<file path="config.mk">
export PLATFORM = sky130hd
export DESIGN_NAME = mac_dot_seq
export DESIGN_NICKNAME = d
export VERILOG_FILES = /design/src/rtl/mac_pkg.sv /design/src/rtl/mac_op_fifo.sv /design/src/rtl/mac_dot_seq.sv
export SDC_FILE = /design/constraint.sdc
export NUM_CORES = 1
export LEC_CHECK = 0
export BUFFER_PORTS_ARGS = -buffer_cell sky130_fd_sc_hd__buf_2
export CORE_MARGIN = 10
export CORE_UTILIZATION = 45
export CTS_CLUSTER_DIAMETER = 150
export DETAILED_ROUTE_END_ITERATION = 7
export PLACE_DENSITY = 0.73
export SLEW_MARGIN = 20
export SYNTH_ARGS = -nofsm -noshare
export SYNTH_HDL_FRONTEND = slang
export SYNTH_SLANG_ARGS = --single-unit
</file>
<file path="constraint.sdc">
create_clock -name clk -period 2.7 [get_ports clk]
set_input_delay 0.135 -clock clk [delete_from_list [all_inputs] [get_ports clk]]
set_output_delay 0.135 -clock clk [all_outputs]
set_load 0.02 [all_outputs]
</file>
<file path="src/rtl/mac_pkg.sv">
// Shared types and constants for the MAC dot-product sequencer.
// The Q-format helpers give a reference for the arithmetic the external MAC performs.
package mac_pkg;

    localparam int unsigned Q_W     = 16;
    localparam int unsigned FRAC_W  = 9;
    localparam int unsigned MAC_LAT = 4;
    localparam int unsigned OP_W    = 2 * Q_W + 1;

    localparam logic [Q_W-1:0] SAT_MAX = 16'h7FFF;
    localparam logic [Q_W-1:0] SAT_MIN = 16'h8001;

    typedef enum logic [2:0] {
        IDLE,
        CLEAR,
        STREAM,
        DRAIN,
        HOLD
    } state_t;

    typedef struct packed {
        logic           last;
        logic [Q_W-1:0] a;
        logic [Q_W-1:0] b;
    } op_pair_t;

    // Clamp a wide signed value to the symmetric Q6.9 range.
    function automatic logic [Q_W-1:0] q_sat(input logic signed [2*Q_W-1:0] v);
        logic signed [2*Q_W-1:0] hi;
        logic signed [2*Q_W-1:0] lo;
        hi = (2*Q_W)'(signed'(SAT_MAX));
        lo = (2*Q_W)'(signed'(SAT_MIN));
        if (v > hi) return SAT_MAX;
        if (v < lo) return SAT_MIN;
        return v[Q_W-1:0];
    endfunction

    function automatic logic [Q_W-1:0] q_mul(input logic [Q_W-1:0] a, input logic [Q_W-1:0] b);
        logic signed [2*Q_W-1:0] p;
        p = $signed(a) * $signed(b);
        return q_sat(p >>> FRAC_W);
    endfunction

endpackage

</file>
<file path="src/rtl/mac_op_fifo.sv">
// Synchronous operand-pair FIFO ({last, a, b}) with full/empty flags.
// Read data is presented combinationally from the head entry.
module mac_op_fifo
    import mac_pkg::*;
#(
    parameter int unsigned DEPTH = 4,
    parameter int unsigned WIDTH = OP_W
) (
    input  logic             clk,
    input  logic             rst,
    input  logic             push,
    input  logic [WIDTH-1:0] wr_data,
    input  logic             pop,
    output logic [WIDTH-1:0] rd_data,
    output logic             full,
    output logic             empty
);

    localparam int unsigned AW = $clog2(DEPTH);

    logic [WIDTH-1:0] mem [DEPTH];
    logic [AW:0]      wr_ptr;
    logic [AW:0]      rd_ptr;
    logic             do_push;
    logic             do_pop;

    assign do_push = push & ~full;
    assign do_pop  = pop & ~empty;

    // Extra pointer bit distinguishes full from empty when the indices match.
    assign empty   = (wr_ptr == rd_ptr);
    assign full    = (wr_ptr[AW] != rd_ptr[AW]) && (wr_ptr[AW-1:0] == rd_ptr[AW-1:0]);
    assign rd_data = mem[rd_ptr[AW-1:0]];

    always_ff @(posedge clk or posedge rst) begin
        if (rst) begin
            wr_ptr <= '0;
            rd_ptr <= '0;
        end else begin
            if (do_push) wr_ptr <= wr_ptr + (AW+1)'(1);
            if (do_pop)  rd_ptr <= rd_ptr + (AW+1)'(1);
        end
    end

    always_ff @(posedge clk) begin
        if (do_push) mem[wr_ptr[AW-1:0]] <= wr_data;
    end

endmodule

</file>
<file path="src/rtl/mac_dot_seq.sv">
// Dot-product sequencer: buffers operand pairs, streams them into an external
// pipelined MAC, and captures the accumulator once the last product has landed.
module mac_dot_seq
    import mac_pkg::*;
#(
    parameter int unsigned FIFO_DEPTH = 4,
    parameter int unsigned LEN_W      = 8
) (
    input  logic             clk,
    input  logic             rst,
    input  logic             in_valid,
    output logic             in_ready,
    input  logic [Q_W-1:0]   in_a,
    input  logic [Q_W-1:0]   in_b,
    input  logic             in_last,
    output logic [Q_W-1:0]   mac_a,
    output logic [Q_W-1:0]   mac_b,
    output logic             mac_rst_n,
    input  logic [Q_W-1:0]   mac_acc,
    output logic             res_valid,
    input  logic             res_ready,
    output logic [Q_W-1:0]   res_data,
    output logic [LEN_W-1:0] res_count
);

    localparam int unsigned DRAIN_W = $clog2(MAC_LAT + 1);

    op_pair_t         wr_pair;
    op_pair_t         rd_pair;
    logic [OP_W-1:0]  wr_bits;
    logic [OP_W-1:0]  rd_bits;
    logic             fifo_full;
    logic             fifo_empty;
    logic             push;
    logic             pop;
    logic             run;

    state_t           state;
    state_t           state_nx;
    logic [DRAIN_W-1:0] drain_cnt;
    logic [DRAIN_W-1:0] drain_cnt_nx;
    logic [LEN_W-1:0] elem_cnt;
    logic [LEN_W-1:0] elem_cnt_nx;
    logic [Q_W-1:0]   mac_a_nx;
    logic [Q_W-1:0]   mac_b_nx;
    logic             mac_rst_n_nx;
    logic             res_valid_nx;
    logic [Q_W-1:0]   res_data_nx;
    logic [LEN_W-1:0] res_count_nx;

    assign wr_pair  = '{last: in_last, a: in_a, b: in_b};
    assign wr_bits  = wr_pair;
    assign rd_pair  = op_pair_t'(rd_bits);
    // run keeps in_ready low until the first edge after reset.
    assign in_ready = run & ~fifo_full;
    assign push     = in_valid & in_ready;

    mac_op_fifo #(
        .DEPTH (FIFO_DEPTH),
        .WIDTH (OP_W)
    ) u_fifo (
        .clk     (clk),
        .rst     (rst),
        .push    (push),
        .wr_data (wr_bits),
        .pop     (pop),
        .rd_data (rd_bits),
        .full    (fifo_full),
        .empty   (fifo_empty)
    );

    always_ff @(posedge clk or posedge rst) begin
        if (rst) begin
            state     <= IDLE;
            run       <= 1'b0;
            drain_cnt <= '0;
            elem_cnt  <= '0;
            mac_a     <= '0;
            mac_b     <= '0;
            mac_rst_n <= 1'b0;
            res_valid <= 1'b0;
            res_data  <= '0;
            res_count <= '0;
        end else begin
            state     <= state_nx;
            run       <= 1'b1;
            drain_cnt <= drain_cnt_nx;
            elem_cnt  <= elem_cnt_nx;
            mac_a     <= mac_a_nx;
            mac_b     <= mac_b_nx;
            mac_rst_n <= mac_rst_n_nx;
            res_valid <= res_valid_nx;
            res_data  <= res_data_nx;
            res_count <= res_count_nx;
        end
    end

    // Next state plus next values of the registered MAC and result outputs.
    always_comb begin
        state_nx     = state;
        drain_cnt_nx = drain_cnt;
        elem_cnt_nx  = elem_cnt;
        mac_a_nx     = '0;
        mac_b_nx     = '0;
        mac_rst_n_nx = 1'b1;
        res_valid_nx = res_valid;
        res_data_nx  = res_data;
        res_count_nx = res_count;
        pop          = 1'b0;

        case (state)
            IDLE: begin
                if (!fifo_empty) begin
                    state_nx     = CLEAR;
                    mac_rst_n_nx = 1'b0;
                end
            end
            CLEAR: begin
                elem_cnt_nx = '0;
                state_nx    = STREAM;
            end
            STREAM: begin
                // An empty FIFO leaves zeros on the MAC inputs: a bubble adds nothing.
                if (!fifo_empty) begin
                    pop         = 1'b1;
                    mac_a_nx    = rd_pair.a;
                    mac_b_nx    = rd_pair.b;
                    elem_cnt_nx = (elem_cnt == '1) ? elem_cnt : elem_cnt + LEN_W'(1);
                    if (rd_pair.last) begin
                        state_nx     = DRAIN;
                        drain_cnt_nx = '0;
                    end
                end
            end
            DRAIN: begin
                // Capture once the last product has passed the MAC pipeline.
                if (drain_cnt == DRAIN_W'(MAC_LAT)) begin
                    res_data_nx  = mac_acc;
                    res_count_nx = elem_cnt;
                    res_valid_nx = 1'b1;
                    state_nx     = HOLD;
                end else begin
                    drain_cnt_nx = drain_cnt + DRAIN_W'(1);
                end
            end
            HOLD: begin
                if (res_ready) begin
                    res_valid_nx = 1'b0;
                    if (!fifo_empty) begin
                        state_nx     = CLEAR;
                        mac_rst_n_nx = 1'b0;
                    end else begin
                        state_nx = IDLE;
                    end
                end
            end
            default: begin
                state_nx = IDLE;
            end
        endcase
    end

endmodule

</file>
==> summary.md, run 1 <==
| Metric | Value |
|---|---|
| Critical path's top delay family | `compound AO/OA/AOI/OAI gates` |
| Tcrit/Tclk final | `0.724` |
| RePlAce Congestion | `0.794` |
| Fin. Hold Viols | `0` |
| Largest net degree at the start of global routing | `45` |
| Layout Nets | `roughly 660` |
| Die Span Y | `153 um` |
| DR DRC count | `0` |
| Max Slew Vio Count | `0` |
| Layout area overhead | `27.2%` |
| Crit path cell chain | `nand2b_1 -> a311o_2 -> o21a_1 -> mux2_2` |
| CTS max path bufs | `3` |
| Initial antenna violation count | `0` |
| Worst setup EP type | `flip-flop` |
| Routed vias/inst | `5.07` |
| GRT Total Usage | `0.134` |
| WL/cell | `18.8 um` |
| Drt pass-1 iters | `4` |
| N_diodes | `0` |
| Mapped Area | `0.00791 mm2` |
| Core region area | `0.0172 mm2` |
| Total global routing overflow | `0` |
| Finished Cell Area | `0.0101 mm2` |
| Clk_lat worst skew | `0.50 ns` |
| Clk root buf | `clkbuf_16` |
| Clk_skew | `0.0149 ns` |
| Setup Buffers After CTS | `0` |
| Leak Pwr | `4.02 nW` |
| Initial core utilization | `0.459` |
| Cts hold-fix bufs | `between 50 and 60` |
| Total negative slack | `0 ns` |
| Kind of critical path | `reg -> reg` |
| Peak supply drop | `0.000628 V` |
| Max_slew headroom | `0.524` |
| Synth Instances | `417` |
| First-pass GRT wire length | `25,600 um` |
| Post-Route WL | `15,700 um` |
| Post-synth EDFFs | `132` |
| RSZ-0062 raised after global routing | `false` |
| Crit Path Max Fanout | `28` |
| Mapped Nets | `~480` |
| Vias | `approximately 4,200` |
| CP max-delay cell | `a311o_2` |
| Port bufs | `roughly 110` |
| Routed Antenna Nets | `0` |
| Least-Margin Pin Slew | `0.713 ns` |
| Core Util, Final | `0.583` |
| CP startpoint kind | `flip-flop` |
| PostCTS Resize Cnt | `0` |
| Status | `completed` |
| Hold WS | `0.294 ns` |
| Reg clk slew, reported paths | `0.06 ns` |
| Max Clk Rate | `just over 500 MHz` |
| Vias in the first global route | `about 4,700` |
| Placed Area | `0.00880 mm2` |
| DRT iter0 DRCs | `181` |
| Delay of the slowest cell on the worst path | `0.60 ns` |
| Final Non-Filler Cells | `836` |
| Crit path DAT | `2.33 ns` |
| Fraction of the yosys area taken by sequential cells | `0.751` |
| Fraction of layout cells with a size suffix above 1 | `0.376` |
| Placed cell count | `~740` |
| HP Class | `in -> async` |
| Setup violators final | `0` |
| Crit path required time | `3.08 ns` |
| CTS Sinks | `211` |
| Yosys synthesis warning count | `0` |
| CP bufs+invs | `0` |
| Die Width | `~150 um` |
| Clock buffer count from CTS | `22` |
| CTS H-Tree Depth | `1` |
| Row Count | `48` |
| CTS tree | `built` |
| Yosys cell types | `41` |
| Ys async rst share | `0.374` |
| Top_reg_cell synth | `edfxtp_1` |
| DIE AREA | `around 0.023 mm2` |
| P per Cell Area | `1040 mW/mm2` |
| Tmin final | `1.96 ns` |
| Mapped Avg Cell Area | `19.0 um2` |
| Dpl hpwl | `roughly 9000 um` |
| IO Count | `112` |
| Max-cap check violation count | `0` |
| Post-synthesis register bit count | `211` |
[placed cells by master (no fill, tap or decap), drive strengths merged, types with 2 or more instances in the layout]
master | Yosys | final
a21o | 2 | 2
a21oi | 2 | 2
a31o | 3 | 3
and3 | 4 | 4
and4 | 2 | 2
buf | 10 | 120
bufinv | 0 | 2
clkbuf | 8 | 27
clkinv | 0 | 12
dfrtp | 79 | 79
dlygate4sd3 | 0 | 52
edfxtp | 132 | 132
ha | 8 | 8
inv | 10 | 9
mux2 | 28 | 28
mux2i | 5 | 5
mux4 | 32 | 32
nand2 | 10 | 10
nand2b | 4 | 4
nand3 | 8 | 8
nor2 | 5 | 5
nor2b | 34 | 34
nor3 | 6 | 6
o22ai | 2 | 2
or2 | 2 | 2
xnor2 | 5 | 5
xor2 | 3 | 3
[routing by layer]
layer	GRT usage	vias up	part of all wire
li1	-	1941	-
met1	0.162	2145	0.42
met2	0.233	126	0.50
met3	0.0353	26	0.061
met4	0.0304	0	0.018
met5	0	-	0
[kinds of logic (layout without fill, tap and decap cells)]
group | after synthesis | in the layout | share of synthesized area
multiplexers | 65 | 65 | 0.137
buffers and inverters | 28 | 222 | 0.0157
AND/OR/NAND/NOR | 78 | 78 | 0.0566
other | 1 | 1 | 0.000474
XOR/XNOR | 8 | 8 | 0.00886
flip-flops | 211 | 211 | 0.751
adder cells (fa/ha/maj) | 8 | 8 | 0.0127
AO/OA/AOI/OAI | 18 | 18 | 0.0171
[stage by stage]
stage          total power, W  worst slack [ns]
6_report               0.0105             0.744
5_1_grt                0.0111             0.573
4_1_cts                0.0106             0.709
3_5_place_dp          0.00757             0.720
3_3_place_gp          0.00746             0.734
2_1_floorplan         0.00666            0.0667
[tightest hold or removal path, stage by stage]
cell,delay (ns)
dlygate4sd3_1,0.54
buf_2,0.13
clkinv_2,0.47
[cells in the mapped netlist, types with 3 or more instances]
cell type,count,share of area
nand2b_1,4,0.0032
nand3_1,8,0.0051
xnor2_1,5,0.0055
mux2i_1,5,0.0063
and3_1,4,0.0032
mux4_2,32,0.091
xor2_1,3,0.0033
nor3_1,5,0.0032
buf_2,9,0.0057
clkbuf_1,8,0.0038
nor2b_1,34,0.027
nor2_1,5,0.0024
edfxtp_1,132,0.50
mux2_2,28,0.040
inv_1,10,0.0047
nand2_1,10,0.0047
dfrtp_1,79,0.25
ha_1,8,0.013
[path summary, 6_finish.rpt]
kind	slack [ns]	from	cells past startpoint	endpoint
max in group asynchronous	1.71	rst	4	u_fifo.rd_ptr[0]
setup / recovery	0.74	state[2]	4	elem_cnt[0]
setup reg to reg	0.74	state[2]	4	elem_cnt[0]
hold / removal	0.29	rst	3	mac_a[3]
hold reg to reg	0.48	res_valid	1	res_valid
min in group clk	0.39	in_a[6]	2	u_fifo.mem[3][22]
[where the power goes]
group | internal (W) | switching [W] | leakage [nW] | total [W]
Clock | 0.00178 | 0.00121 | 0.370 | 0.00299
Sequential | 0.00413 | 0.000315 | 2.20 | 0.00445
Combinational | 0.00139 | 0.00167 | 1.44 | 0.00306
[sequential cells by signal, indices dropped and copies added (netlist names), 3 cells and up]
name and cells:
u_fifo.mem 132, u_fifo.wr_ptr 3, mac_a 16, res_data 16
res_count 8, u_fifo.rd_ptr 3, mac_b 16, state 3
elem_cnt 8, drain_cnt 3
[layout make-up]
type / instances / area, um2
clock inverters: 13 / 130
clock buffers: 27 / 599
flip-flops and latches: 211 / 5940
inverters: 10 / 38.8
fillers: 1279 / 7180
multi-input cells: 178 / 1860
well taps: 225 / 282
repair buffers: 172 / 1210
Note: power is estimated with default switching activity, not from simulation.
==> run 2: changes to the inputs <==
--- a/config.mk
+++ b/config.mk
@@ -10,7 +10,7 @@
 export CORE_UTILIZATION = 45
 export CTS_CLUSTER_DIAMETER = 150
 export DETAILED_ROUTE_END_ITERATION = 7
-export PLACE_DENSITY = 0.73
+export PLACE_DENSITY = 0.76
 export SLEW_MARGIN = 20
 export SYNTH_ARGS = -nofsm -noshare
 export SYNTH_HDL_FRONTEND = slang
==> constraint.sdc (replaced) <==
create_clock -name clk -period 1.6 [get_ports clk]
set_input_delay 0.08 -clock clk [delete_from_list [all_inputs] [get_ports clk]]
set_output_delay 0.08 -clock clk [all_outputs]
set_load 0.02 [all_outputs]
==> summary.md, run 2 (synthesized netlist as in run 1, its figures left out) <==
| Metric | Value |
|---|---|
| Status | `finished with violations (was completed)` |
| Failing checks | `negative setup slack` |
| Clk_lat worst skew | `0.51 ns (was 0.50 ns)` |
| CP startpoint kind | `flip-flop (unchanged)` |
| Max Slew Vio Count | `0 (unchanged)` |
| DRT iter0 DRCs | `218 (was 181)` |
| Fraction of layout cells with a size suffix above 1 | `0.444 (was 0.376)` |
| Sw power | `0.00604 W (was 0.00320 W)` |
| Delay of the slowest cell on the worst path | `0.44 ns (was 0.60 ns)` |
| Met1 Usage GRT | `0.167 (was 0.162)` |
| P per Cell Area | `1780 mW/mm2 (was 1040 mW/mm2)` |
| Core region area | `0.0172 mm2 (unchanged)` |
| Fillers | `1,171 (was 1,279)` |
| Die Width | `153 um (unchanged)` |
| Initial core utilization | `0.459 (unchanged)` |
| Dpl hpwl | `10,800 um (was 9150 um)` |
| CTS max path bufs | `3 (unchanged)` |
| Finished Cell Area | `0.0110 mm2 (was 0.0101 mm2)` |
| Placed Area | `0.00927 mm2 (was 0.00880 mm2)` |
| Clock buffer count from CTS | `22 (unchanged)` |
| Least-Margin Pin Slew | `0.594 ns (was 0.713 ns)` |
| Die Span Y | `153 um (unchanged)` |
| Final worst slack | `-0.135 ns (was 0.744 ns)` |
| Vias | `4,509 (was 4,238)` |
| Vias in the first global route | `4,872 (was 4,737)` |
| Total power | `0.0196 W (was 0.0105 W)` |
| Kind of critical path | `reg -> reg (unchanged)` |
| Crit path cell chain | `xnor2_4 -> a31oi_4 -> buf_6 -> and3_4 -> clkbuf_16 (was nand2b_1 -> a311o_2 -> o21a_1 -> mux2_2)` |
| Drt pass-1 iters | `4 (unchanged)` |
| Grt met3 use | `0.0373 (was 0.0353)` |
| Clk_skew | `0.0268 ns (was 0.0149 ns)` |
| Core Util, Final | `0.636 (was 0.583)` |
| DR DRC count | `0 (unchanged)` |
| Tcrit/Tclk final | `1.08 (was 0.724)` |
| Initial antenna violation count | `0 (unchanged)` |
| Power share of the combinational group | `0.366 (was 0.292)` |
| CTS Sinks | `211 (unchanged)` |
| First-pass GRT wire length | `26,800 um (was 25,600 um)` |
| Fin. Hold Viols | `0 (unchanged)` |
| Max-cap check violation count | `0 (unchanged)` |
| Clock power frac | `0.248 (was 0.285)` |
| Post-Route WL | `17,800 um (was 15,700 um)` |
| Crit path required time | `1.81 ns (was 3.08 ns)` |
| Layout Nets | `701 (was 656)` |
| Reg area | `0.00594 mm2 (about the same)` |
| Clk root buf | `clkbuf_16 (unchanged)` |
| Worst setup EP type | `flip-flop (unchanged)` |
| Crit path DAT | `1.94 ns (was 2.33 ns)` |
| Layout area overhead | `38.7% (was 27.2%)` |
| CP max-delay cell | `dfrtp_2 (was a311o_2)` |
| RePlAce Congestion | `0.790 (was 0.794)` |
| CTS H-Tree Depth | `1 (unchanged)` |
| Max reg flops | `132 (unchanged)` |
| Sw frac | `0.309 (was 0.305)` |
| Crit Path Max Fanout | `7 (was 28)` |
| P_int | `0.0135 W (was 0.00730 W)` |
| Most frequent cells in the layout | `edfxtp_1, buf_2, dfrtp_1, dlygate4sd3_1, nor2b_1 (unchanged)` |
| DIE AREA | `0.0233 mm2 (unchanged)` |
| CTS tree | `built (unchanged)` |
| Leak Pwr | `4.41 nW (was 4.02 nW)` |
| Port bufs | `111 (unchanged)` |
| Peak supply drop | `0.00131 V (was 0.000628 V)` |
| GR peak layer | `met2 (unchanged)` |
| GRT Total Usage | `0.141 (was 0.134)` |
| Commonest non-fill, non-tap cell in the layout | `edfxtp_1 (unchanged)` |
| Tmin final | `1.73 ns (was 1.96 ns)` |
| HP Class | `in -> async (unchanged)` |
| Total global routing overflow | `0 (unchanged)` |
| Largest net degree at the start of global routing | `33 (was 45)` |
| Met2 Usage GRT | `0.251 (was 0.233)` |
| Routed vias/inst | `5.12 (was 5.07)` |
| Flop pwr share | `0.385 (was 0.424)` |
| Routed Antenna Nets | `0 (unchanged)` |
| WL/cell | `20.2 um (was 18.8 um)` |
| Setup violators final | `182 (was 0)` |
| Max Clk Rate | `576 MHz (was 511 MHz)` |
| IO Count | `112 (unchanged)` |
| RSZ-0062 raised after global routing | `true (was false)` |
| Row Count | `48 (unchanged)` |
| Multi-input gate area | `0.00214 mm2 (was 0.00186 mm2)` |
| Max_slew headroom | `0.603 (was 0.524)` |
| N_diodes | `0 (unchanged)` |
| Reg clk slew, reported paths | `0.06 ns (about the same)` |
## run 2: cell count changes in the layout (fill, tap and decap cells not counted), sizes merged
cell	delta
clkinvlp	+2
clkbuf	+7
clkinv	-3
bufinv	-1
buf	+40
## run 2: repair_timing
action / CTS / global route
setup buffers: 4 / 5
setup endpoints to repair: 175 / 203
hold buffers: 52 / 0
endpoints found under the hold margin: 178 / 0
gates resized for setup: 18 / 45
gates cloned: 0 / 6
pin swaps: 10 / 12
## run 2: path summary, 6_finish.rpt
kind / startpoint / to / slack, ns / cells past startpoint
max: u_fifo.wr_ptr[1] / u_fifo.mem[1][12] / -0.13 / 5
min: rst / res_data[15] / 0.20 / 3
min reg2reg: res_valid / res_valid / 0.49 / 1
min in group clk: in_b[10] / u_fifo.mem[3][10] / 0.33 / 2
max in group asynchronous: rst / u_fifo.wr_ptr[2] / 0.82 / 4
max reg2reg: u_fifo.wr_ptr[1] / u_fifo.mem[1][12] / -0.13 / 5
## run 2: critical path, delay by kind of cell, from the launching register on
kind                      cells  cell delay [ns]
AOI/OAI and AO/OA             1             0.24
xor gates and xnor gates      1             0.17
buffers and inverters         2             0.32
DFF                           1             0.44
and+or+nand+nor               1             0.26
## run 2: power by group through the flow
stage	registers [W]	logic [W]	clock network (W)
2_1_floorplan	0.00813	0.00332	0
3_3_place_gp	0.00751	0.00606	0
3_5_place_dp	0.00757	0.00623	0
4_1_cts	0.00750	0.00667	0.00492
5_1_grt	0.00764	0.00770	0.00519
6_report	0.00754	0.00716	0.00486
## run 2: metrics by stage
stage / setup slack (ns) / instances / setup TNS, ns / hold slack (ns)
detailed placement: -0.115 / 774 / -6.02 / 0.180
global route: -0.176 / 881 / -24.16 / 0.250
CTS: -0.132 / 870 / -16.35 / 0.198
floorplan: -0.193 / 417 / -23.93 / 0.179
global placement: -0.0582 / 774 / -2.84 / 0.167
finish: -0.135 / 881 / -15.42 / 0.199
## run 2: per-layer routing
metal | up-vias | wire (um)
met3 | 22 | 1080
met2 | 150 | 9280
met5 | - | 0
met1 | 2303 | 7210
met4 | 0 | 209
li1 | 2034 | -
## run 2: layout make-up
type | count | share of cell area
repair buffers | 217 | 0.170
flip-flops and latches | 211 | 0.542
clock buffers | 29 | 0.0554
clock inverters | 11 | 0.00787
multi-input cells | 178 | 0.196
well taps | 225 | 0.0257
inverters | 10 | 0.00376
==> run 3: changes to the inputs <==
--- a/config.mk
+++ b/config.mk
@@ -10,6 +10,7 @@
 export CORE_UTILIZATION = 45
 export CTS_CLUSTER_DIAMETER = 150
 export DETAILED_ROUTE_END_ITERATION = 7
+export GPL_TIMING_DRIVEN = 0
 export PLACE_DENSITY = 0.76
 export SLEW_MARGIN = 20
 export SYNTH_ARGS = -nofsm -noshare
==> summary.md, run 3 (synthesized netlist as in run 1, its figures left out) <==
| Metric | Value |
|---|---|
| Crit path cell chain | `nand2b_1 -> a311o_1 -> buf_6 -> o21a_1 -> mux2_4 (was xnor2_4 -> a31oi_4 -> buf_6 -> and3_4 -> clkbuf_16)` |
| Dpl hpwl | `9900 um (was 10,800 um)` |
| Status | `finished with violations (unchanged)` |
| CTS tree | `built (unchanged)` |
| Layout Nets | `710 (was 701)` |
| GRT Total Usage | `0.150 (was 0.141)` |
| Largest net degree at the start of global routing | `34 (was 33)` |
| CTS max path bufs | `3 (unchanged)` |
| Tcrit/Tclk final | `1.12 (was 1.08)` |
| DIE AREA | `0.0233 mm2 (unchanged)` |
| CP max-delay cell | `dfrtp_1 (was dfrtp_2)` |
| Fillers | `1,164 (was 1,171)` |
| Hold WS | `0.150 ns (was 0.199 ns)` |
| Fin. Hold Viols | `0 (unchanged)` |
| RePlAce Congestion | `0.771 (was 0.790)` |
| CTS Sinks | `211 (unchanged)` |
| Row Count | `48 (unchanged)` |
| P_int | `0.0143 W (was 0.0135 W)` |
| Crit path DAT | `2.17 ns (was 1.94 ns)` |
| Reg clk slew, reported paths | `0.06 ns (about the same)` |
| IO Count | `112 (unchanged)` |
| Kind of critical path | `reg -> reg (unchanged)` |
| Die Width | `153 um (unchanged)` |
| Flop pwr share | `0.368 (was 0.385)` |
| Max reg flops | `132 (unchanged)` |
| Clk_skew | `0.0118 ns (was 0.0268 ns)` |
| Peak supply drop | `0.00112 V (was 0.00131 V)` |
| CTS H-Tree Depth | `1 (unchanged)` |
| Crit Path Max Fanout | `9 (was 7)` |
| Clock power frac | `0.261 (was 0.248)` |
| Setup violators final | `176 (was 182)` |
| Power share of the combinational group | `0.371 (was 0.366)` |
| HP Class | `in -> async (unchanged)` |
| Delay of the slowest cell on the worst path | `0.49 ns (was 0.44 ns)` |
| Core Util, Final | `0.645 (was 0.636)` |
| Commonest non-fill, non-tap cell in the layout | `edfxtp_1 (unchanged)` |
| Failing checks | `negative setup slack (unchanged)` |
| Initial antenna violation count | `0 (unchanged)` |
| Routed vias/inst | `5.14 (was 5.12)` |
| Worst setup EP type | `flip-flop (unchanged)` |
| Die Span Y | `153 um (unchanged)` |
| Vias in the first global route | `5,118 (was 4,872)` |
| Core region area | `0.0172 mm2 (unchanged)` |
| Place WS | `-0.456 ns (was -0.115 ns)` |
| N_diodes | `0 (unchanged)` |
| DR DRC count | `0 (unchanged)` |
| Max Slew Vio Count | `0 (unchanged)` |
| Leak Pwr | `4.49 nW (was 4.41 nW)` |
| RSZ-0062 raised after global routing | `true (unchanged)` |
| P per Cell Area | `1850 mW/mm2 (was 1780 mW/mm2)` |
| Crit path required time | `1.98 ns (was 1.81 ns)` |
| Routed Antenna Nets | `0 (unchanged)` |
| Final worst slack | `-0.186 ns (was -0.135 ns)` |
| WL/cell | `20.3 um (was 20.2 um)` |
| First-pass GRT wire length | `28,500 um (was 26,800 um)` |
| Vias | `4,578 (was 4,509)` |
| Post-Route WL | `18,100 um (was 17,800 um)` |
| Most frequent cells in the layout | `edfxtp_1, buf_2, dfrtp_1, dlygate4sd3_1, mux4_2 (was edfxtp_1, buf_2, dfrtp_1, dlygate4sd3_1, nor2b_1)` |
| Clk root buf | `clkbuf_16 (unchanged)` |
| Drt pass-1 iters | `6 (was 4)` |
| Tmin final | `1.79 ns (was 1.73 ns)` |
| Layout area overhead | `40.6% (was 38.7%)` |
| Sw frac | `0.306 (was 0.309)` |
| Port bufs | `111 (unchanged)` |
| DRT iter0 DRCs | `142 (was 218)` |
| Initial core utilization | `0.459 (unchanged)` |
| Clock buffer count from CTS | `22 (unchanged)` |
| Reg2Reg Depth | `5 (unchanged)` |
| CP startpoint kind | `flip-flop (unchanged)` |
| Total global routing overflow | `0 (unchanged)` |
| Sw power | `0.00631 W (was 0.00604 W)` |
| Max Clk Rate | `560 MHz (was 576 MHz)` |
| Max-cap check violation count | `0 (unchanged)` |
| Fraction of layout cells with a size suffix above 1 | `0.463 (was 0.444)` |
| Clk_lat worst skew | `0.50 ns (was 0.51 ns)` |
-- run 3: cell count changes in the layout (fill, tap and decap cells not counted), sizes merged --
| cell | delta |
|---|---|
| clkbuf | -5 |
| and3 | +4 |
| buf | +4 |
| bufinv | +4 |
| clkinv | +1 |
| inv | +1 |
-- run 3: repair_timing --
action                                 CTS  global route
pin swaps                                9             4
resized for setup                       61            55
endpoints found under the hold margin  232             0
hold buffers                            52             0
setup endpoints to repair              199           206
setup buffers                           32             7
gates cloned                             7             3
-- run 3: metal layers --
| metal | track usage | wire length [um] | vias up |
|---|---|---|---|
| li1 | - | - | 2069 |
| met4 | 0.0295 | 240 | 0 |
| met1 | 0.182 | 7490 | 2356 |
| met3 | 0.0384 | 1010 | 22 |
| met2 | 0.266 | 9340 | 131 |
| met5 | 0 | 0 | - |
-- run 3: power by group through the flow --
stage	combinational, W	sequential (W)	clock, W
after floorplan	0.00332	0.00813	0
after global placement	0.00540	0.00752	0
after detailed placement	0.00554	0.00760	0
after CTS	0.00705	0.00753	0.00545
after global routing	0.00823	0.00768	0.00573
final	0.00765	0.00758	0.00537
-- run 3: final timing paths --
| path | start | endpoint | slack (ns) |
|---|---|---|---|
| min in group clk | in_b[3] | u_fifo.mem[0][3] | 0.33 |
| max in group asynchronous | rst | u_fifo.wr_ptr[1] | 0.92 |
| worst min register to register | res_valid | res_valid | 0.48 |
| worst max-delay path | state[2] | elem_cnt[0] | -0.19 |
| worst min-delay path | rst | res_data[13] | 0.15 |
| worst max register to register | state[2] | elem_cnt[0] | -0.19 |
-- run 3: area by class of cell --
cell class	count	area, um2	share of cell area
sequential	211	5950	0.535
multi-input combinational	182	2160	0.194
timing repair buffer	208	1740	0.156
clock buffer	23	554	0.0499
tap	225	282	0.0253
clock inverter	17	220	0.0198
buffer	14	175	0.0158
inverter	10	41.3	0.00371
-- run 3: critical path: cells and delay by family (launching register included) --
family | cells | cell delay [ns]
and+or+nand+nor | 1 | 0.20
buffers and inverters | 1 | 0.16
muxes | 1 | 0.26
DFF | 1 | 0.49
AOI/OAI and AO/OA | 2 | 0.55
-- run 3: through the flow --
step / power, W / setup TNS, ns / instances / cell area, um2
4_1_cts: 0.0200 / -14.03 / 884 / 10800
3_5_place_dp: 0.0131 / -73.79 / 755 / 8880
2_1_floorplan: 0.0115 / -23.93 / 417 / 8000
5_1_grt: 0.0216 / -30.69 / 890 / 11100
3_3_place_gp: 0.0129 / -64.86 / 753 / 8840
6_report: 0.0206 / -22.42 / 890 / 11100
